--- src/rtl/shift_req_sequencer.sv ---
// rtl/shift_req_sequencer.sv - request FIFO and registered response front-end for the 8-bit right shifter
module shift_req_sequencer #(
  parameter int DEPTH = 2,
  parameter int LW    = 2
) (
  input  logic          clk,
  input  logic          rst,
  input  logic          req_valid,
  output logic          req_ready,
  input  logic [7:0]    req_data,
  input  logic [2:0]    req_amt,
  input  logic          req_arith,
  output logic [7:0]    shf_in,
  output logic [2:0]    shf_ctrl,
  input  logic [7:0]    shf_out,
  output logic          rsp_valid,
  input  logic          rsp_ready,
  output logic [7:0]    rsp_data,
  output logic          rsp_zero,
  output logic [LW:0]   level
);

  localparam int PW = (DEPTH > 1) ? $clog2(DEPTH) : 1;
  localparam logic [LW:0] DEPTH_LVL = DEPTH[LW:0];

  typedef enum logic {
    S_EMPTY = 1'b0,
    S_FULL  = 1'b1
  } rsp_state_t;

  // Each entry packs {data[7:0], amt[2:0], arith}
  logic [11:0]   mem [DEPTH];
  logic [PW-1:0] wptr;
  logic [PW-1:0] rptr;
  rsp_state_t    state;

  logic          push;
  logic          adv;
  logic          nonempty;
  logic [7:0]    head_data;
  logic [2:0]    head_amt;
  logic          head_arith;
  logic [7:0]    fill;
  logic [7:0]    result;

  assign nonempty  = (level != '0);
  // Ready depends only on occupancy, so rsp_ready never reaches req_ready
  assign req_ready = (level < DEPTH_LVL);
  assign push      = req_valid && req_ready;
  assign adv       = nonempty && (!rsp_valid || rsp_ready);

  assign {head_data, head_amt, head_arith} = mem[rptr];

  // Shifter sees zeros while idle so its inputs never carry stale entries
  assign shf_in   = nonempty ? head_data : 8'h00;
  assign shf_ctrl = nonempty ? head_amt  : 3'd0;

  // The shifter is logical only; sign fill covers the vacated upper bits
  assign fill   = (head_arith && head_data[7]) ? ~(8'hFF >> head_amt) : 8'h00;
  assign result = shf_out | fill;

  // Request storage write; contents need no reset because level gates every read
  always_ff @(posedge clk) begin
    if (push) begin
      mem[wptr] <= {req_data, req_amt, req_arith};
    end
  end

  // Pointers wrap naturally at DEPTH (power of two); level tracks push/pop balance
  always_ff @(posedge clk or posedge rst) begin
    if (rst) begin
      wptr  <= '0;
      rptr  <= '0;
      level <= '0;
    end else begin
      if (push) begin
        wptr <= wptr + 1'b1;
      end
      if (adv) begin
        rptr <= rptr + 1'b1;
      end
      case ({push, adv})
        2'b10:   level <= level + 1'b1;
        2'b01:   level <= level - 1'b1;
        default: level <= level;
      endcase
    end
  end

  // Result register: load on every advance, drain to EMPTY once consumed with nothing queued
  always_ff @(posedge clk or posedge rst) begin
    if (rst) begin
      state     <= S_EMPTY;
      rsp_valid <= 1'b0;
      rsp_data  <= 8'h00;
      rsp_zero  <= 1'b0;
    end else begin
      case (state)
        S_EMPTY: begin
          if (adv) begin
            state     <= S_FULL;
            rsp_valid <= 1'b1;
            rsp_data  <= result;
            rsp_zero  <= (result == 8'h00);
          end
        end
        S_FULL: begin
          if (adv) begin
            rsp_data  <= result;
            rsp_zero  <= (result == 8'h00);
          end else if (rsp_ready) begin
            state     <= S_EMPTY;
            rsp_valid <= 1'b0;
          end
        end
        default: begin
          state     <= S_EMPTY;
          rsp_valid <= 1'b0;
        end
      endcase
    end
  end

endmodule
--- config.mk ---
export PLATFORM = sky130hd
export DESIGN_NAME = shift_req_sequencer
export DESIGN_NICKNAME = d
export VERILOG_FILES = /design/src/rtl/shift_req_sequencer.sv
export SDC_FILE = /design/constraint.sdc
export NUM_CORES = 1
export LEC_CHECK = 0
export ABC_AREA = 1
export BUFFER_PORTS_ARGS = -buffer_cell sky130_fd_sc_hd__buf_2
export CORE_UTILIZATION = 35
export CTS_CLUSTER_SIZE = 40
export DETAILED_ROUTE_END_ITERATION = 12
export GPL_TIMING_DRIVEN = 0
export HOLD_SLACK_MARGIN = 0.02
export PLACE_DENSITY = 0.56
export SLEW_MARGIN = 20
export SYNTH_ARGS = -nofsm -noshare
export SYNTH_HDL_FRONTEND = slang
export SYNTH_SLANG_ARGS = --single-unit
--- constraint.sdc ---
create_clock -name clk -period 1.89 [get_ports clk]
set_input_delay 0.378 -clock clk [delete_from_list [all_inputs] [get_ports clk]]
set_output_delay 0.378 -clock clk [all_outputs]
set_load 0.01 [all_outputs]
# Word-level counts from Yosys, hierarchy flattened
# Memory sizes are Yosys's and may differ from the RTL's.
# Index checks and enable logic that the tools add are counted.
# totals
reg_bits	16
mem_bits_rw	24
inputBits	24
out_inout_bits	25
elab_cells	47
n_memories	1
# memory_table
memory	depth	width	read_ports	rd_ports_with_merged_regs	write_ports	line	source
mem	2	12	1	0	1	32	logic [11:0] mem [DEPTH];
# op_classes
n_addsub	4
magnitude_cmp	1
n_eq_ne	5
shift	1
mux	16
n_bitwise	3
n_reduce_logical	9
# op_table
cell	count
8-bit two-way mux	3
1-bit two-way mux	9
8-bit logical NOT	1
8-bit inverter	1
8-bit OR	1
8-bit by 3-bit right shift with 8-bit output (first input constant)	1
2-bit != test (second input constant)	3
3-bit case mux with 2 select lines	1
1-bit case mux with 2 select lines	2
3-bit by 1-bit adder with 3-bit output (second input constant)	1
1-bit logical AND	3
3-bit by 2-bit < comparator with 1-bit output (second input constant)	1
3-bit two-way mux	1
3-bit AND reduction	1
3-bit nonzero test	1
3-bit by 1-bit subtractor with 3-bit output (second input constant)	1
1-bit adder (second input constant)	2
2-bit by 1-bit == test with 1-bit output (second input constant)	1
2-bit == test (second input constant)	1
2-bit nonzero test	1
1-bit logical NOT	1
1-bit logical OR	1
1-bit inverter	1

# Longest topological paths before layout
# An unclocked memory read counts as a cell.
# logic_depth
depth_word	7
depth_mapped	10
ltp_nobuf	10

# Worst setup path after synthesis
# Ideal clock, no wire load.
# synth_timing
path_type	register -> register
from	reg level[1]
to	reg level[2]
setup_ps	125
arrival_ps	1963
required_time_ps	1765
path_slack_ps	-198
stages_incl_launch_ff	10
n_path_buf	0
period_less_slack_ps	2088
cell_sequence	dfrtp_1 > nor2_1 > nand2_1 > nand2_1 > inv_2 > ha_1 > fa_1 > a21oi_1 > o21ai_0 > xnor2_1
# synth_between
elab_chain_len	4
elab_cells_between_ends	10
classes_between	add/sub (2); order compare (1); eq/ne (2); mux (1); reduce/logical (4)
# synth_rtl
item	line	source
start: declaration	20	output logic [LW:0] level
start signal: assignment	83	2'b10: level <= level + 1'b1;
start signal: assignment	84	2'b01: level <= level - 1'b1;
start signal: assignment	85	default: level <= level;
3-bit by 2-bit < comparator with 1-bit output *	48	assign req_ready = (level < DEPTH_LVL);
via req_ready	9	output logic req_ready,
1-bit logical AND *	49	assign push = req_valid && req_ready;
2-bit by 1-bit == test with 1-bit output / 2-bit == test (equally long branches)	82	case ({push, adv})
3-bit case mux with 2 select lines / 2-bit nonzero test (equally long branches)	-	
# Mark *: on every way through the listed nets, which the timed path passes. The rest lies on a longest branch.
# A chain may end at the register's enable or synchronous reset.

# Worst setup path after layout
# layout_timing
from	reg level[2]
to	reg level[2]
# layout_between
elab_chain_len	4
elab_cells_between_ends	10
classes_between	add/sub (2); order compare (1); eq/ne (2); mux (1); reduce/logical (4)
# layout_rtl
item	line
3-bit by 2-bit < comparator with 1-bit output / 3-bit nonzero test (equally long branches)	48, 46
1-bit logical AND (on tied branches)	49, 50
2-bit by 1-bit == test with 1-bit output / 2-bit == test (equally long branches)	82
3-bit case mux with 2 select lines / 2-bit nonzero test (equally long branches)	-
# Several ways; a longest one is shown, not always the timed one.

==> flow_summary.yaml <==
run_status:
  status: "finished, final reports clean"
global_route:
  grt_pass1_wl_um: 5710
  grt_overflow_total: 0
  grt_usage: 0.146
  grt_pass1_vias: 1248
  number_of_antenna_violations_at_the_first_check_in_global_routing: 0
  grt_start_max_net_pins: 17
timing:
  final.hold.worst_slack_ns: 0.159
  achievable-frequency_mhz: 551
  setup_total_negative_slack_ns: 0
  worst_clock_skew_ns: 0.00452
  report.final.hold_viol_count: 0
  max_slew_violations: 0
  period_minus_slack_ns: 1.81
  setup-violations-final: 0
  finalCritPeriodShare: 0.960
  worst_slew_margin_rel: 0.578
  final.setup.worst_slack_ns: 0.0763
  worst_pin_slew_ns: 0.632
floorplanning:
  io_pins: 49
  die-height_um: 73.9
  fp.dieArea_mm2: 0.00546
  rows: 25
  fp.dieW_um: 73.9
  floorplan.initialDensity: 0.373
  core_region_area_mm2: 0.00485
place:
  dp_hpwl_um: 2540
  place.gp.congestion: 0.753
  post-place-cells: 303
  post-place-ws_ns: -0.0575
  detailed_place.area_mm2: 0.00215
  buffer_ports.inserted: 48
power_and_ir_drop:
  cell_pwr_density_mw_per_mm2: 1550
  total_power_mw: 3.57
  p_leak_nw: 1.16
  irDropWorstVdd_mv: 0.840
clock_network:
  clk_transition_reported_paths_ns: 0.07
  tritoncts.num_buffers: 5
  clock_tree.root_cell: "sky130_fd_sc_hd__clkbuf_8"
  cts_tree: "built"
  cts.sink_count: 40
  clk_latency_ns: 0.29
  htree_levels: 2
  clk_path_buf_depth: 2
  cts_hold_buffers: 0
synthesis:
  post_synth_inst_count: 188
  post_synth_fa_ha_maj_area_fraction: 0.0180
  post_synth_xor_area_fraction: 0.0194
  synthMuxAreaShare: 0.00622
  compound_gate_fraction_of_synth_area: 0.0463
  post_synth_instance_area_mm2: 0.00181
  post_synth_num_cell_types: 23
  synth_top_family_by_area: "simple AND/OR/NAND/NOR gates"
  synth_fp_nets: 214
  ys_seq_area_frac: 0.620
  yosys_warn_count: 0
  synth_simple_gate_area_share: 0.215
  avgSynthCellArea_um2: 9.62
  synth_seq_cells: 40
finish:
  multiInputGateArea_um2: 589
  final_common_cell: "sky130_fd_sc_hd__nand2_1"
  final-seq-area_mm2: 0.00112
  drive_gt1_frac: 0.343
  utilization: 0.473
  layout.cells.most_common_list: "71 x sky130_fd_sc_hd__nand2_1, 49 x sky130_fd_sc_hd__buf_2, 25 x sky130_fd_sc_hd__inv_1"
  final_net_count: 273
  antennaDiodeCount: 0
  area_delta_synth_final_pct: 26.8
  fin_area_mm2: 0.00229
  final.fill_count: 492
  post_route_insts_no_fill: 315
setup_path:
  worst-setup-path-type: "flop to flop"
  worst_ep_arrival_time_ns: 1.99
  start_kind: "flop"
  critPathCaptureType: "flop"
  required_ns: 2.07
  regToRegSetupSlack_ns: 0.08
  rr_worst_depth: 7
  reg2reg_end: "level[2]"
  crit_start: "level[2]"
  worstReg2RegStart: "level[2]"
  worst-path-max-fanout: 4
  timing.critical_path.to: "level[2]"
run:
  timing.max_cap.violations: 0
hold_path:
  min-delay-path-class: "input port to async pin"
route:
  firstDrtPassIters: 4
  vias: 1353
  initial_drt_markers: 21
  routed_length_per_placed_instance_um: 11.1
  finalWirelength_um: 3500
  ant_nets: 0
  via_cell_ratio: 4.30
  detail_route.drc_violations: 0
==> synth_stat cells <==
| cell type | n | area, um2 |
|---|---|---|
| sky130_fd_sc_hd__nand2_1 | 73 | 274 |
| sky130_fd_sc_hd__inv_1 | 25 | 93.8 |
| sky130_fd_sc_hd__edfxtp_1 | 24 | 721 |
| sky130_fd_sc_hd__dfrtp_1 | 16 | 400 |
| sky130_fd_sc_hd__nor2_1 | 10 | 37.5 |
| sky130_fd_sc_hd__nand2_2 | 8 | 50.1 |
| sky130_fd_sc_hd__o21ai_0 | 4 | 20.0 |
| sky130_fd_sc_hd__a21oi_1 | 3 | 15.0 |
| sky130_fd_sc_hd__a31oi_1 | 3 | 18.8 |
| sky130_fd_sc_hd__inv_2 | 3 | 11.3 |
| sky130_fd_sc_hd__o21bai_1 | 3 | 22.5 |
| sky130_fd_sc_hd__buf_6 | 2 | 22.5 |
| sky130_fd_sc_hd__nand3_1 | 2 | 10.0 |
| sky130_fd_sc_hd__xnor2_1 | 2 | 17.5 |
| sky130_fd_sc_hd__xor2_1 | 2 | 17.5 |
| sky130_fd_sc_hd__buf_2 | 1 | 5.00 |
| sky130_fd_sc_hd__clkbuf_1 | 1 | 3.75 |
| sky130_fd_sc_hd__fa_1 | 1 | 20.0 |
| sky130_fd_sc_hd__ha_1 | 1 | 12.5 |
| sky130_fd_sc_hd__mux2_2 | 1 | 11.3 |
| sky130_fd_sc_hd__nand3_2 | 1 | 10.0 |
| sky130_fd_sc_hd__nand3b_1 | 1 | 7.51 |
| sky130_fd_sc_hd__o21a_1 | 1 | 7.51 |
==> how the worst min path moves through the flow <==
stage | startpoint | endpoint | slack, ns | depth (start not counted)
floorplan | rst | level[0] | 0.29 | 1
global placement | state | rsp_valid | 0.45 | 1
detailed placement | state | rsp_valid | 0.46 | 1
CTS | rst | state | 0.17 | 2
global route | rst | state | 0.22 | 2
finish | rst | state | 0.16 | 2
==> critical path: stages (launching register included) <==
cell and delay [ns]:
sky130_fd_sc_hd__dfrtp_2 0.44, sky130_fd_sc_hd__nor2_4 0.17, sky130_fd_sc_hd__nand2_1 0.19, sky130_fd_sc_hd__ha_4 0.23, sky130_fd_sc_hd__fa_2 0.33, sky130_fd_sc_hd__a21oi_1 0.14
sky130_fd_sc_hd__o21ai_1 0.09, sky130_fd_sc_hd__xnor2_1 0.12
==> cells by family (layout without fill, tap and decap cells) <==
family                   count (synthesis)  count (layout)
XOR/XNOR                                 4               4
buffers and inverters                   32              92
multiplexers                             1               1
AND/OR/NAND/NOR                         95              95
AO/OA/AOI/OAI                           14              14
flip-flops                              40              40
adder cells (fa/ha/maj)                  2               2
==> metal layers <==
metal,vias to the layer above,global-route usage,share of wire
met5,-,0,0
met4,0,0.0641,0.020
met3,6,0.0412,0.036
met2,25,0.226,0.50
met1,616,0.191,0.45
li1,706,-,-
==> area by class of cell <==
class,instances,share of cell area
Buffer,4,0.0153
Clock buffer,6,0.0316
Clock inverter,2,0.00491
Inverter,28,0.0469
Multi-Input combinational cell,116,0.257
Sequential cell,40,0.490
Tap cell,67,0.0365
Timing Repair Buffer,52,0.118
==> sequential cells by signal, summed over array words and instances, names as in the netlist <==
name and flops:
wptr 1, state 1, rsp_valid 1, rptr 1, rsp_data 8, level 3, rsp_zero 1, mem 24
==> where the power goes <==
group,internal [mW],switching [mW]
Clock,0.256,0.276
Sequential,1.19,0.141
Combinational,0.716,0.991
==> repair_timing <==
action / 4_1_cts / 5_1_grt
resized for setup: 3 / 9
pin swaps: 1 / 1
setup buffers: 2 / 2
endpoints found under the setup margin: 36 / 24
cloned: 0 / 0
No activity file was read; power rests on OpenSTA's default activity.
